$ cat src/rtl/edge_bram_arbiter_pkg.sv
// edge_bram_arbiter_pkg: shared requester indices, widths and edge pixel codes
package edge_bram_arbiter_pkg;
  localparam int REQ_DISP = 0;
  localparam int REQ_TRACE = 1;
  localparam int REQ_DET = 2;
  localparam int N_REQ = 3;
  localparam int EDGE_ADDR_W = 19;
  localparam int EDGE_DATA_W = 3;
  typedef enum logic [EDGE_DATA_W-1:0] {
    PX_NONE    = 3'b000,
    PX_CLEARED = 3'b001,
    PX_EDGE    = 3'b011,
    PX_TRACED  = 3'b111
  } edge_px_e;
endpackage

$ cat src/rtl/edge_bram_arbiter_if.sv
// edge_bram_arbiter_if: requester bus and BRAM-side signals of the edge BRAM arbiter
interface edge_bram_arbiter_if;
  import edge_bram_arbiter_pkg::*;
  logic [N_REQ-1:0] req, we, gnt, rvalid;
  logic [N_REQ*EDGE_ADDR_W-1:0] addr;
  logic [N_REQ*EDGE_DATA_W-1:0] wdata;
  logic [EDGE_DATA_W-1:0] rdata, bram_din, bram_dout;
  logic [EDGE_ADDR_W-1:0] bram_addr;
  logic bram_we;
  logic [15:0] starve_cnt;
  modport master (output req, we, addr, wdata, bram_dout,
                  input gnt, rvalid, rdata, bram_addr, bram_we, bram_din, starve_cnt);
  modport slave (input req, we, addr, wdata, bram_dout,
                 output gnt, rvalid, rdata, bram_addr, bram_we, bram_din, starve_cnt);
endinterface

$ cat src/rtl/edge_rd_tag_pipe.sv
// edge_rd_tag_pipe: carries the read owner tag and out-of-range flag alongside BRAM latency
module edge_rd_tag_pipe #(
  parameter int DEPTH = 3,
  parameter int W = 3
) (
  input  logic         clk,
  input  logic         rst,
  input  logic [W-1:0] tag_in,
  input  logic         oor_in,
  output logic [W-1:0] tag_out,
  output logic         oor_out
);
  logic [W:0] pipe [DEPTH];
  always_ff @(posedge clk)
    if (rst) begin
      for (int i = 0; i < DEPTH; i++) pipe[i] <= '0;
    end else begin
      pipe[0] <= {oor_in, tag_in};
      for (int i = 1; i < DEPTH; i++) pipe[i] <= pipe[i-1];
    end
  assign {oor_out, tag_out} = pipe[DEPTH-1];
endmodule

$ cat src/rtl/edge_bram_arbiter.sv
// edge_bram_arbiter: shares the single-port edge BRAM between display, tracer and detector
module edge_bram_arbiter import edge_bram_arbiter_pkg::*; #(
  parameter int DEPTH = 307200,
  parameter int RD_LAT = 2,
  parameter int MAX_WAIT = 15
) (
  input logic clk,
  input logic rst,
  edge_bram_arbiter_if.slave bus
);
  localparam logic [EDGE_ADDR_W:0] DEPTH_W = (EDGE_ADDR_W+1)'(DEPTH);
  logic ptr;
  logic [15:0] wait_cnt;
  logic [1:0] p_idx, o_idx, sel;
  logic ptr_req, forced, acc, sel_oor, oor_q;
  logic [N_REQ-1:0] gnt;
  logic [EDGE_ADDR_W-1:0] sel_addr;
  logic [EDGE_DATA_W-1:0] sel_data;
  // ptr low points at the tracer, high at the detector
  assign p_idx = ptr ? 2'(REQ_DET) : 2'(REQ_TRACE);
  assign o_idx = ptr ? 2'(REQ_TRACE) : 2'(REQ_DET);
  assign ptr_req = bus.req[p_idx];
  assign forced = ptr_req && wait_cnt == 16'(MAX_WAIT);
  assign sel = forced ? p_idx : bus.req[REQ_DISP] ? 2'(REQ_DISP) : ptr_req ? p_idx : o_idx;
  assign acc = !rst && (forced || |bus.req);
  assign gnt = acc ? 3'b001 << sel : 3'b000;
  assign sel_addr = bus.addr[int'(sel)*EDGE_ADDR_W +: EDGE_ADDR_W];
  assign sel_data = bus.wdata[int'(sel)*EDGE_DATA_W +: EDGE_DATA_W];
  assign sel_oor = {1'b0, sel_addr} >= DEPTH_W;
  assign bus.gnt = gnt;
  always_ff @(posedge clk)
    if (rst) begin
      ptr <= 1'b0;
      wait_cnt <= '0;
      bus.starve_cnt <= '0;
      bus.bram_addr <= '0;
      bus.bram_we <= 1'b0;
      bus.bram_din <= '0;
    end else begin
      bus.bram_we <= |(gnt & bus.we) && !sel_oor;
      if (acc) begin
        bus.bram_addr <= sel_addr;
        bus.bram_din <= sel_data;
      end
      if (acc && sel != 2'(REQ_DISP)) ptr <= sel == 2'(REQ_TRACE);
      wait_cnt <= (!ptr_req || (acc && sel == p_idx)) ? '0 : wait_cnt + 16'd1;
      if (forced && bus.starve_cnt != 16'hFFFF) bus.starve_cnt <= bus.starve_cnt + 16'd1;
    end
  edge_rd_tag_pipe #(.DEPTH(RD_LAT + 1), .W(N_REQ)) u_tag (
    .clk(clk),
    .rst(rst),
    .tag_in(gnt & ~bus.we),
    .oor_in(sel_oor),
    .tag_out(bus.rvalid),
    .oor_out(oor_q)
  );
  assign bus.rdata = (|bus.rvalid && !oor_q) ? bus.bram_dout : '0;
endmodule

$ cat src/flat_wrapper.sv
// flat-port wrapper written by rule: the top's interface ports become plain ports
module edge_bram_arbiter_flat import edge_bram_arbiter_pkg::*;
#(
  parameter int DEPTH = 307200,
  parameter int RD_LAT = 2,
  parameter int MAX_WAIT = 15
)
  (clk, rst, bus_req, bus_we, bus_addr, bus_wdata, bus_bram_dout, bus_gnt, bus_rvalid, bus_rdata, bus_bram_addr, bus_bram_we, bus_bram_din, bus_starve_cnt);
  edge_bram_arbiter_if bus_i ();
  input logic clk;
  input logic rst;
  input wire logic [$bits(bus_i.req)-1:0] bus_req;
  input wire logic [$bits(bus_i.we)-1:0] bus_we;
  input wire logic [$bits(bus_i.addr)-1:0] bus_addr;
  input wire logic [$bits(bus_i.wdata)-1:0] bus_wdata;
  input wire logic [$bits(bus_i.bram_dout)-1:0] bus_bram_dout;
  output wire logic [$bits(bus_i.gnt)-1:0] bus_gnt;
  output wire logic [$bits(bus_i.rvalid)-1:0] bus_rvalid;
  output wire logic [$bits(bus_i.rdata)-1:0] bus_rdata;
  output wire logic [$bits(bus_i.bram_addr)-1:0] bus_bram_addr;
  output wire logic [$bits(bus_i.bram_we)-1:0] bus_bram_we;
  output wire logic [$bits(bus_i.bram_din)-1:0] bus_bram_din;
  output wire logic [$bits(bus_i.starve_cnt)-1:0] bus_starve_cnt;
  assign bus_i.req = bus_req;
  assign bus_i.we = bus_we;
  assign bus_i.addr = bus_addr;
  assign bus_i.wdata = bus_wdata;
  assign bus_i.bram_dout = bus_bram_dout;
  assign bus_gnt = bus_i.gnt;
  assign bus_rvalid = bus_i.rvalid;
  assign bus_rdata = bus_i.rdata;
  assign bus_bram_addr = bus_i.bram_addr;
  assign bus_bram_we = bus_i.bram_we;
  assign bus_bram_din = bus_i.bram_din;
  assign bus_starve_cnt = bus_i.starve_cnt;
  edge_bram_arbiter #(.DEPTH(DEPTH), .RD_LAT(RD_LAT), .MAX_WAIT(MAX_WAIT)) u_core (.clk(clk), .rst(rst), .bus(bus_i));
endmodule
$ cat config.mk
export PLATFORM = sky130hd
export DESIGN_NAME = edge_bram_arbiter_flat
export DESIGN_NICKNAME = d
export VERILOG_FILES = /design/src/rtl/edge_bram_arbiter_pkg.sv /design/src/rtl/edge_bram_arbiter_if.sv /design/src/rtl/edge_rd_tag_pipe.sv /design/src/rtl/edge_bram_arbiter.sv /design/src/flat_wrapper.sv
export SDC_FILE = /design/constraint.sdc
export NUM_CORES = 1
export LEC_CHECK = 0
export ABC_AREA = 1
export CORE_MARGIN = 2
export CORE_UTILIZATION = 45
export CTS_CLUSTER_SIZE = 25
export DETAILED_ROUTE_END_ITERATION = 16
export PLACE_DENSITY = 0.9
export SYNTH_ARGS = -nofsm -noshare
export SYNTH_HDL_FRONTEND = slang
export SYNTH_SLANG_ARGS = --single-unit
$ cat constraint.sdc
create_clock -name clk -period 2.4 [get_ports clk]
set_input_delay 0.48 -clock clk [delete_from_list [all_inputs] [get_ports clk]]
set_output_delay 0.48 -clock clk [all_outputs]
set_load 0.005 [all_outputs]
==> results of run 1 <==
==> worst min-delay path by stage <==
stage	start	to	slack [ps]	cells past startpoint
4_1_cts	u_core.u_tag.pipe[0][6]	u_core.u_tag.pipe[0][10]	400	2
6_report	u_core.u_tag.pipe[0][6]	u_core.u_tag.pipe[0][10]	400	2
5_1_grt	u_core.u_tag.pipe[0][2]	u_core.u_tag.pipe[0][6]	420	2
3_5_place_dp	u_core.u_tag.pipe[0][6]	u_core.u_tag.pipe[0][10]	390	2
2_1_floorplan	u_core.u_tag.pipe[0][6]	u_core.u_tag.pipe[0][10]	390	2
3_3_place_gp	u_core.u_tag.pipe[0][1]	u_core.u_tag.pipe[0][5]	390	2
==> power groups by stage <==
stage / registers (mW) / logic (mW) / clock network, mW
6_report: 1.20 / 0.521 / 0.944
5_1_grt: 1.21 / 0.563 / 1.00
2_1_floorplan: 1.23 / 0.191 / 0
3_5_place_dp: 1.23 / 0.509 / 0
4_1_cts: 1.20 / 0.519 / 0.951
3_3_place_gp: 1.22 / 0.497 / 0
==> through the flow <==
stage               setup WS (ps)  setup TNS [ps]  instances  util [%]  cell area, sq um
floorplan                     564               0        480         -              3480
global placement             -350           -1140        728      66.4              5050
detailed placement           -410           -1630        728      66.4              5050
CTS                          -160            -160        746      69.6              5290
global route                 28.4               0        751      70.4              5360
finish                        116               0        751      70.4              5360
==> synth_stat cells <==
cell / instances / area share (%)
a41oi_1: 5 / 1.3
nand3_2: 1 / 0.29
xor2_1: 11 / 2.8
nor3_2: 2 / 0.57
inv_2: 2 / 0.22
xnor2_1: 3 / 0.75
nand2_4: 5 / 1.6
buf_4: 4 / 0.86
nand2_1: 114 / 12
or2_2: 1 / 0.18
a31o_2: 1 / 0.25
buf_6: 1 / 0.32
nand4_4: 1 / 0.61
a211oi_1: 1 / 0.22
o21bai_1: 2 / 0.43
a21oi_1: 25 / 3.6
o211ai_1: 2 / 0.43
nand4_1: 7 / 1.3
nand2_2: 3 / 0.54
o21ai_1: 6 / 0.86
nand3_4: 2 / 1.0
a22oi_1: 6 / 1.3
clkinv_1: 2 / 0.22
nor3_1: 12 / 1.7
o21ai_0: 15 / 2.2
clkbuf_1: 8 / 0.86
inv_4: 1 / 0.18
a22o_1: 6 / 1.5
nand3_1: 20 / 2.9
buf_2: 2 / 0.29
ha_1: 2 / 0.72
a21oi_2: 1 / 0.25
a31oi_1: 2 / 0.36
o21a_1: 1 / 0.22
nor2_1: 56 / 6.0
dfxtp_1: 68 / 39
inv_1: 51 / 5.5
nor4_1: 2 / 0.36
nor2_2: 10 / 1.8
nor3b_1: 6 / 1.3
a32oi_1: 6 / 1.5
buf_8: 1 / 0.43
nor3b_2: 1 / 0.36
nor2_4: 2 / 0.65
==> layout make-up <==
class,count,area (sq um),share of cell area (%)
tap,102,128,2.38
multi-input combinational,340,1860,34.7
timing repair buffer,169,1590,29.6
sequential,68,1380,25.7
clock inverter,6,65.1,1.21
inverter,56,214,4.00
clock buffer,10,128,2.38
==> sequential cells by signal, indices dropped and copies added (netlist names) <==
register               cells
u_core.bus.bram_addr      19
u_core.bus.bram_din        3
u_core.bus.bram_we         1
u_core.bus.starve_cnt     16
u_core.ptr                 1
u_core.u_tag.pipe         12
u_core.wait_cnt           16
==> cell usage in the layout (no fill, tap or decap), drive strengths merged, types with 7 or more instances in the layout <==
master | Yosys | routed
nand3 | 23 | 23
clkbuf | 8 | 12
nand4 | 8 | 8
nand2 | 122 | 122
clkdlybuf4s50 | 0 | 119
nor3 | 14 | 14
nor3b | 7 | 7
buf | 8 | 45
nor2 | 68 | 68
inv | 54 | 54
dfxtp | 68 | 68
a21oi | 26 | 26
o21ai | 21 | 21
xor2 | 11 | 11
==> logic make-up (layout without fill, tap and decap cells) <==
kind of cell / Yosys count / in the layout / share of synthesized area [%]
simple gates: 245 / 245 / 33.5
fa+ha+maj: 2 / 2 / 0.719
flops: 68 / 68 / 39.1
buf+inv: 72 / 241 / 8.88
xor+xnor: 14 / 14 / 3.52
compound gates: 79 / 79 / 14.3
==> worst max-delay path: cells and delay by family (launching register included) <==
family / cells / cell delay (ps)
buf+inv: 2 / 300
simple gates: 6 / 650
fa+ha+maj: 1 / 150
flops: 1 / 360
==> per-layer routing <==
metal | part of all wire, % | vias up
li1 | - | 1895
met1 | 39 | 1782
met2 | 50 | 169
met3 | 7.3 | 27
met4 | 3.0 | 0
met5 | 0 | -
==> timing repair <==
item | 4_1_cts | 5_1_grt
gates resized for setup | 17 | 19
cloned | 0 | 0
endpoints found under the setup margin | 3 | 3
pin swaps | 7 | 9
buffers inserted | 2 | 6
==> summary.txt, run 1 <==
Critical path
  • WP data required: 1920 ps
  • CP Launch Type: flip-flop
  • Crit-path cells: ha_4 > nand3_4 > buf_4 > nor2_4 > nand4_1 > nand2_4 > nand2_4 > nor2_4 > dlymetal6s2s_1
  • R2r endpoint: u_core.bus.bram_we
  • Crit. End Element: output pin
  • Slowest stage delay, CP: 360 ps
  • Crit path arrival time: 1800 ps
  • Slowest CP cell: dfxtp_2
  • Crit Path Class: flip-flop to output pin
  • Register-to-Register Setup Slack: 240 ps
  • RR Startpoint: u_core.wait_cnt[4]
  • Worst Setup SP: u_core.wait_cnt[0]
  • Crit path max fanout: 2
  • Critical Path End: bus_gnt[0]
  • R2r worst-path depth: 17

Global routing
  • Global routing's busiest layer: met2
  • M1 GR Usage: 29.1%
  • Global-route track usage on met3: 6.74%
  • Global-route wire length before repair: 17.7 mm
  • Pin count of the biggest net entering global routing: 28
  • Initial antenna violation count: 0
  • GRT met2 Usage: 47.7%
  • GR Overflow Total: 0
  • Total global-route track usage: 26.6%
  • Number of global-route vias before repair: 3828

Cells and area
  • Syn-to-layout area delta: 53.8%
  • Share of layout cells above drive strength 1: 17.6%
  • Fillers: 595
  • Final net count: 723
  • Ant. Diodes: 0

Power and ir drop
  • Switching Fraction: 26.9%
  • Switch Pwr: 0.716 mW
  • Pwr/cell area: 498 nW/um^2
  • Peak VDD IR: 0.000327 V
  • Total Power: 2.67 mW
  • Internal power: 1.95 mW
  • Logic pwr share: 19.5%
  • Sequential share of power: 45.1%
  • Leak pwr: 2.12 nW
  • Part of the power in the clock network: 35.4%

Run status
  • Status: finished clean

Placed design
  • Gpl congestion: 0.951
  • Post-DP HPWL: 8.38 mm
  • I/O Buffers: 124

Route
  • Overall routed net length: 10.9 mm
  • WL/cell: 14.5 microns
  • Drt pass-1 iters: 5
  • Iter 0 DRT Violations: 171
  • Via count: 3873
  • Routed Antenna Nets: 0
  • DRC violations left: 0
  • Post-DR vias/cell: 5.16

Clock network
  • Clk pin slew, worst setup/hold paths: 70 ps
  • Total CTS buffers: 9
  • H-tree depth: 3
  • Clock Path Buffers: 2
  • CTS Sinks: 68
  • Skew-Pair Late Insertion Delay: 360 ps
  • Hold_buf cts: 0
  • CTS tree: done
  • CTS root buffer: clkbuf_8

STA
  • RSZ-0062 raised after global routing: false
  • Min Clock Period, post-route: 2280 ps
  • Tightest Pin Transition: 583 ps
  • Setup Viol. Count Final: 0
  • Hold slack: 402 ps
  • Final worst-path cycle share: 95.2%
  • Final Skew: 12.6 ps
  • Final hold vios: 0
  • Max Clk Rate: 438 MHz
  • Rel. slew slack: 61.1%
  • Max-slew violation count: 0

Logic synthesis
  • Synth warn: 0
  • Sequential share of the synthesized area: 39.1%
  • Distinct cells, synth: 44
  • Mapped Avg Cell Area: 7.25 sq um
  • Syn Nets: 559
  • Cells after Synth: 480
  • FF+latch count, synth: 68
  • Mapped cell area: 3480 sq um

Floorplan
  • Initial Util: 45.8%
  • Die height: 92.0 microns
  • Row count: 32
  • Die width: 92.0 microns
  • Die area: 8460 sq um
  • I/O pin count: 125
  • Core box area: 7610 sq um

Flow run
  • Max Cap Viol: 0

Hold path
  • Min-delay worst type: flip-flop to flip-flop
Note: power is estimated with default switching activity, not from simulation.
==> inputs of run 2 (changes only) <==
CTS_CLUSTER_SIZE = not set   (was 25)
==> results of run 2 <==
Final layout, timing and power as in run 1 (identical DEF).
==> inputs of run 3 (changes only) <==
CORE_MARGIN = 1   (was 2)
GPL_ROUTABILITY_DRIVEN = 0   (was not set)
==> summary.txt, run 3 (synthesized netlist as in run 1, its figures left out) <==
Cells and area
  • Commonest non-fill, non-tap cell in the layout: clkdlybuf4s50_1
  • Ant. Diodes: 0 (unchanged)
  • Final net count: 715 (-1.1%)
  • Final instance count without filler cells: 740 (-1.5%)
  • Syn-to-layout area delta: 53.4%
  • Fillers: 565 (-5.0%)
  • Top flop regs: u_core.bus.bram_addr (19), u_core.bus.starve_cnt (16), u_core.wait_cnt (16)
  • Commonest cells after routing, fill and taps aside: clkdlybuf4s50_1 (119), nand2_1 (111), dfxtp_1 (66)
  • Register name with the most flops: u_core.bus.bram_addr
  • Max FFs per register: 19 (unchanged)
  • Share of layout cells above drive strength 1: 15.4% (-2.1 points)

Hold path
  • Min-delay worst type: flip-flop to flip-flop
  • Hold Path Stages: 2 (unchanged)
  • Hold wc startpoint: u_core.u_tag.pipe[0][1]
  • Hold Crit Endpoint: u_core.u_tag.pipe[0][5]

Route
  • Overall routed net length: 11.1 mm (+2.2%)
  • WL/cell: 15.0 microns (+3.8%)
  • Via count: 3985 (+2.9%)
  • Routed Antenna Nets: 0 (unchanged)
  • WL met3: 1.06 mm (+33%)
  • WL met2: 5.59 mm (+2.4%)
  • Max Used Layer: met4
  • Post-DR vias/cell: 5.39 (+4.4%)
  • Drt pass-1 iters: 5 (unchanged)
  • DRC violations left: 0 (unchanged)
  • WL met1: 4.02 mm (-6.2%)
  • Iter 0 DRT Violations: 229 (+34%)

Floorplan
  • Row count: 31 (-3.1%)
  • Die area: 8090 sq um (-4.3%)
  • I/O pin count: 125 (unchanged)
  • Die height: 90.0 microns (-2.2%)
  • Die width: 90.0 microns (-2.2%)
  • Core box area: 7370 sq um (-3.1%)
  • Initial Util: 47.2% (+1.5 points)

Critical path
  • CP Launch Type: flip-flop
  • R2r worst-path depth: 16 (-1)
  • Crit path max fanout: 4 (+2)
  • Slowest CP cell: dfxtp_2
  • Crit path arrival time: 1870 ps (+70 ps)
  • R2r endpoint: u_core.u_tag.pipe[0][3]
  • Crit Path Class: flip-flop to output pin
  • Slowest stage delay, CP: 360 ps (about the same)
  • Crit-path cells: ha_4 > nand3_4 > nor2_4 > buf_4 > nand3_4 > nand2_2 > nand2_4 > nand2_2 > inv_1 > dlygate4sd2_1
  • Register-to-Register Setup Slack: 220 ps (-20 ps)
  • WP data required: 1920 ps (about the same)
  • Crit. End Element: output pin
  • RR Startpoint: u_core.wait_cnt[0]

Clock network
  • CTS Sinks: 68 (unchanged)
  • Total CTS buffers: 9 (unchanged)
  • CTS tree: done
  • Clk pin slew, worst setup/hold paths: 70 ps (about the same)
  • Skew-Pair Late Insertion Delay: 350 ps (about the same)
  • Clock Path Buffers: 2 (unchanged)
  • CTS root buffer: clkbuf_8
  • H-tree depth: 3 (unchanged)

Global routing
  • Number of global-route vias before repair: 3962 (+3.5%)
  • GR Overflow Total: 0 (unchanged)
  • Global-route wire length before repair: 17.9 mm (+0.93%)
  • Initial antenna violation count: 0 (unchanged)
  • Total global-route track usage: 27.8% (+1.2 points)
  • Pin count of the biggest net entering global routing: 28 (unchanged)

Power and ir drop
  • Peak VDD IR: 0.000389 V (+19%)
  • Internal power: 2.14 mW (+9.7%)
  • Switch Pwr: 0.696 mW (-2.9%)
  • Total Power: 2.84 mW (+6.4%)
  • Part of the power in the clock network: 39.1% (+3.7 points)
  • Logic pwr share: 18.4% (-1.1 points)
  • Pwr/cell area: 531 nW/um^2 (+6.7%)
  • Sequential share of power: 42.6% (-2.5 points)
  • Leak pwr: 2.09 nW (-1.1%)
  • Switching Fraction: 24.5% (-2.3 points)

STA
  • Setup Viol. Count Final: 0 (unchanged)
  • Final worst-path cycle share: 98.0% (+2.9 points)
  • Min Clock Period, post-route: 2350 ps (+68.6 ps)
  • Max Clk Rate: 425 MHz (-2.9%)
  • Tightest Pin Transition: 552 ps (-31.8 ps)
  • Final Skew: 9.59 ps (-2.98 ps)
  • Max-slew violation count: 0 (unchanged)
  • Final worst slack: 47.3 ps (-68.6 ps)
  • RSZ-0062 raised after global routing: true
  • Sum Neg Setup Slack: 0 ps (unchanged)
  • Final hold vios: 0 (unchanged)
  • Rel. slew slack: 62.9% (+1.9 points)

Run status
  • Status: finished clean

Placed design
  • Placed insts: 718 (-1.4%)
  • Post-DP HPWL: 8.07 mm (-3.7%)
  • Pre-CTS WS: -384 ps (+25.8 ps)
  • I/O Buffers: 124 (unchanged)

Flow run
  • Max Cap Viol: 0 (unchanged)
run 3: changes by cell type in the layout (fill, tap and decap cells not counted), sizes merged:
| cell | delta |
|---|---|
| buf | -7 |
| clkinv | -4 |
| clkbuf | +2 |
| bufinv | +1 |
| dlygate4sd2 | +1 |
| dlymetal6s2s | -1 |
run 3: timing repair:
action	in CTS	in global routing
resized for setup	22	7
pin swaps	9	4
hold buffers	0	0
setup buffers	6	2
endpoints found under the setup margin	3	3
run 3: power by group through the flow:
stage | Sequential [mW] | Combinational [mW] | Clock [mW]
6_report | 1.21 | 0.521 | 1.11
5_1_grt | 1.21 | 0.561 | 1.17
4_1_cts | 1.21 | 0.512 | 1.12
3_5_place_dp | 1.23 | 0.500 | 0
3_3_place_gp | 1.23 | 0.488 | 0
2_1_floorplan | 1.23 | 0.191 | 0
run 3: worst max path at each step:
stage | start | depth (start not counted) | end
final | u_core.wait_cnt[0] | 10 | bus_gnt[1]
after global routing | u_core.wait_cnt[0] | 10 | bus_gnt[1]
after CTS | bus_req[0] | 7 | bus_gnt[1]
after detailed placement | bus_req[2] | 8 | bus_gnt[0]
after global placement | bus_req[2] | 8 | bus_gnt[0]
after floorplan | u_core.bus.starve_cnt[0] | 9 | u_core.bus.starve_cnt[5]
run 3: final cells by class:
class	count	area (sq um)	share of cell area [%]
Clock buffer	13	169	3.16
Clock inverter	3	67.6	1.27
Inverter	56	214	4.01
Multi-Input combinational cell	340	1870	35.1
Sequential cell	68	1360	25.5
Tap cell	99	124	2.32
Timing Repair Buffer	161	1530	28.7
run 3: stage by stage:
step / cell area (sq um) / hold WS (ps) / utilization [%]
2_1_floorplan: 3480 / 388 / -
3_3_place_gp: 5010 / 391 / 68.0
3_5_place_dp: 5010 / 394 / 68.0
4_1_cts: 5320 / 404 / 72.1
5_1_grt: 5340 / 425 / 72.5
6_report: 5340 / 402 / 72.5
run 3: worst max-delay path, delay by kind of cell, from the launching register on:
kind / cells / cell delay (ps)
buf+inv: 3 / 440
flops: 1 / 360
simple gates: 6 / 570
fa+ha+maj: 1 / 150
run 3: routing by layer:
| layer | vias to the layer above | global-route usage [%] |
|---|---|---|
| met2 | 229 | 49.2 |
| met4 | 0 | 17.1 |
| met5 | - | 0 |
| met3 | 44 | 7.28 |
| li1 | 1883 | - |
| met1 | 1829 | 29.6 |
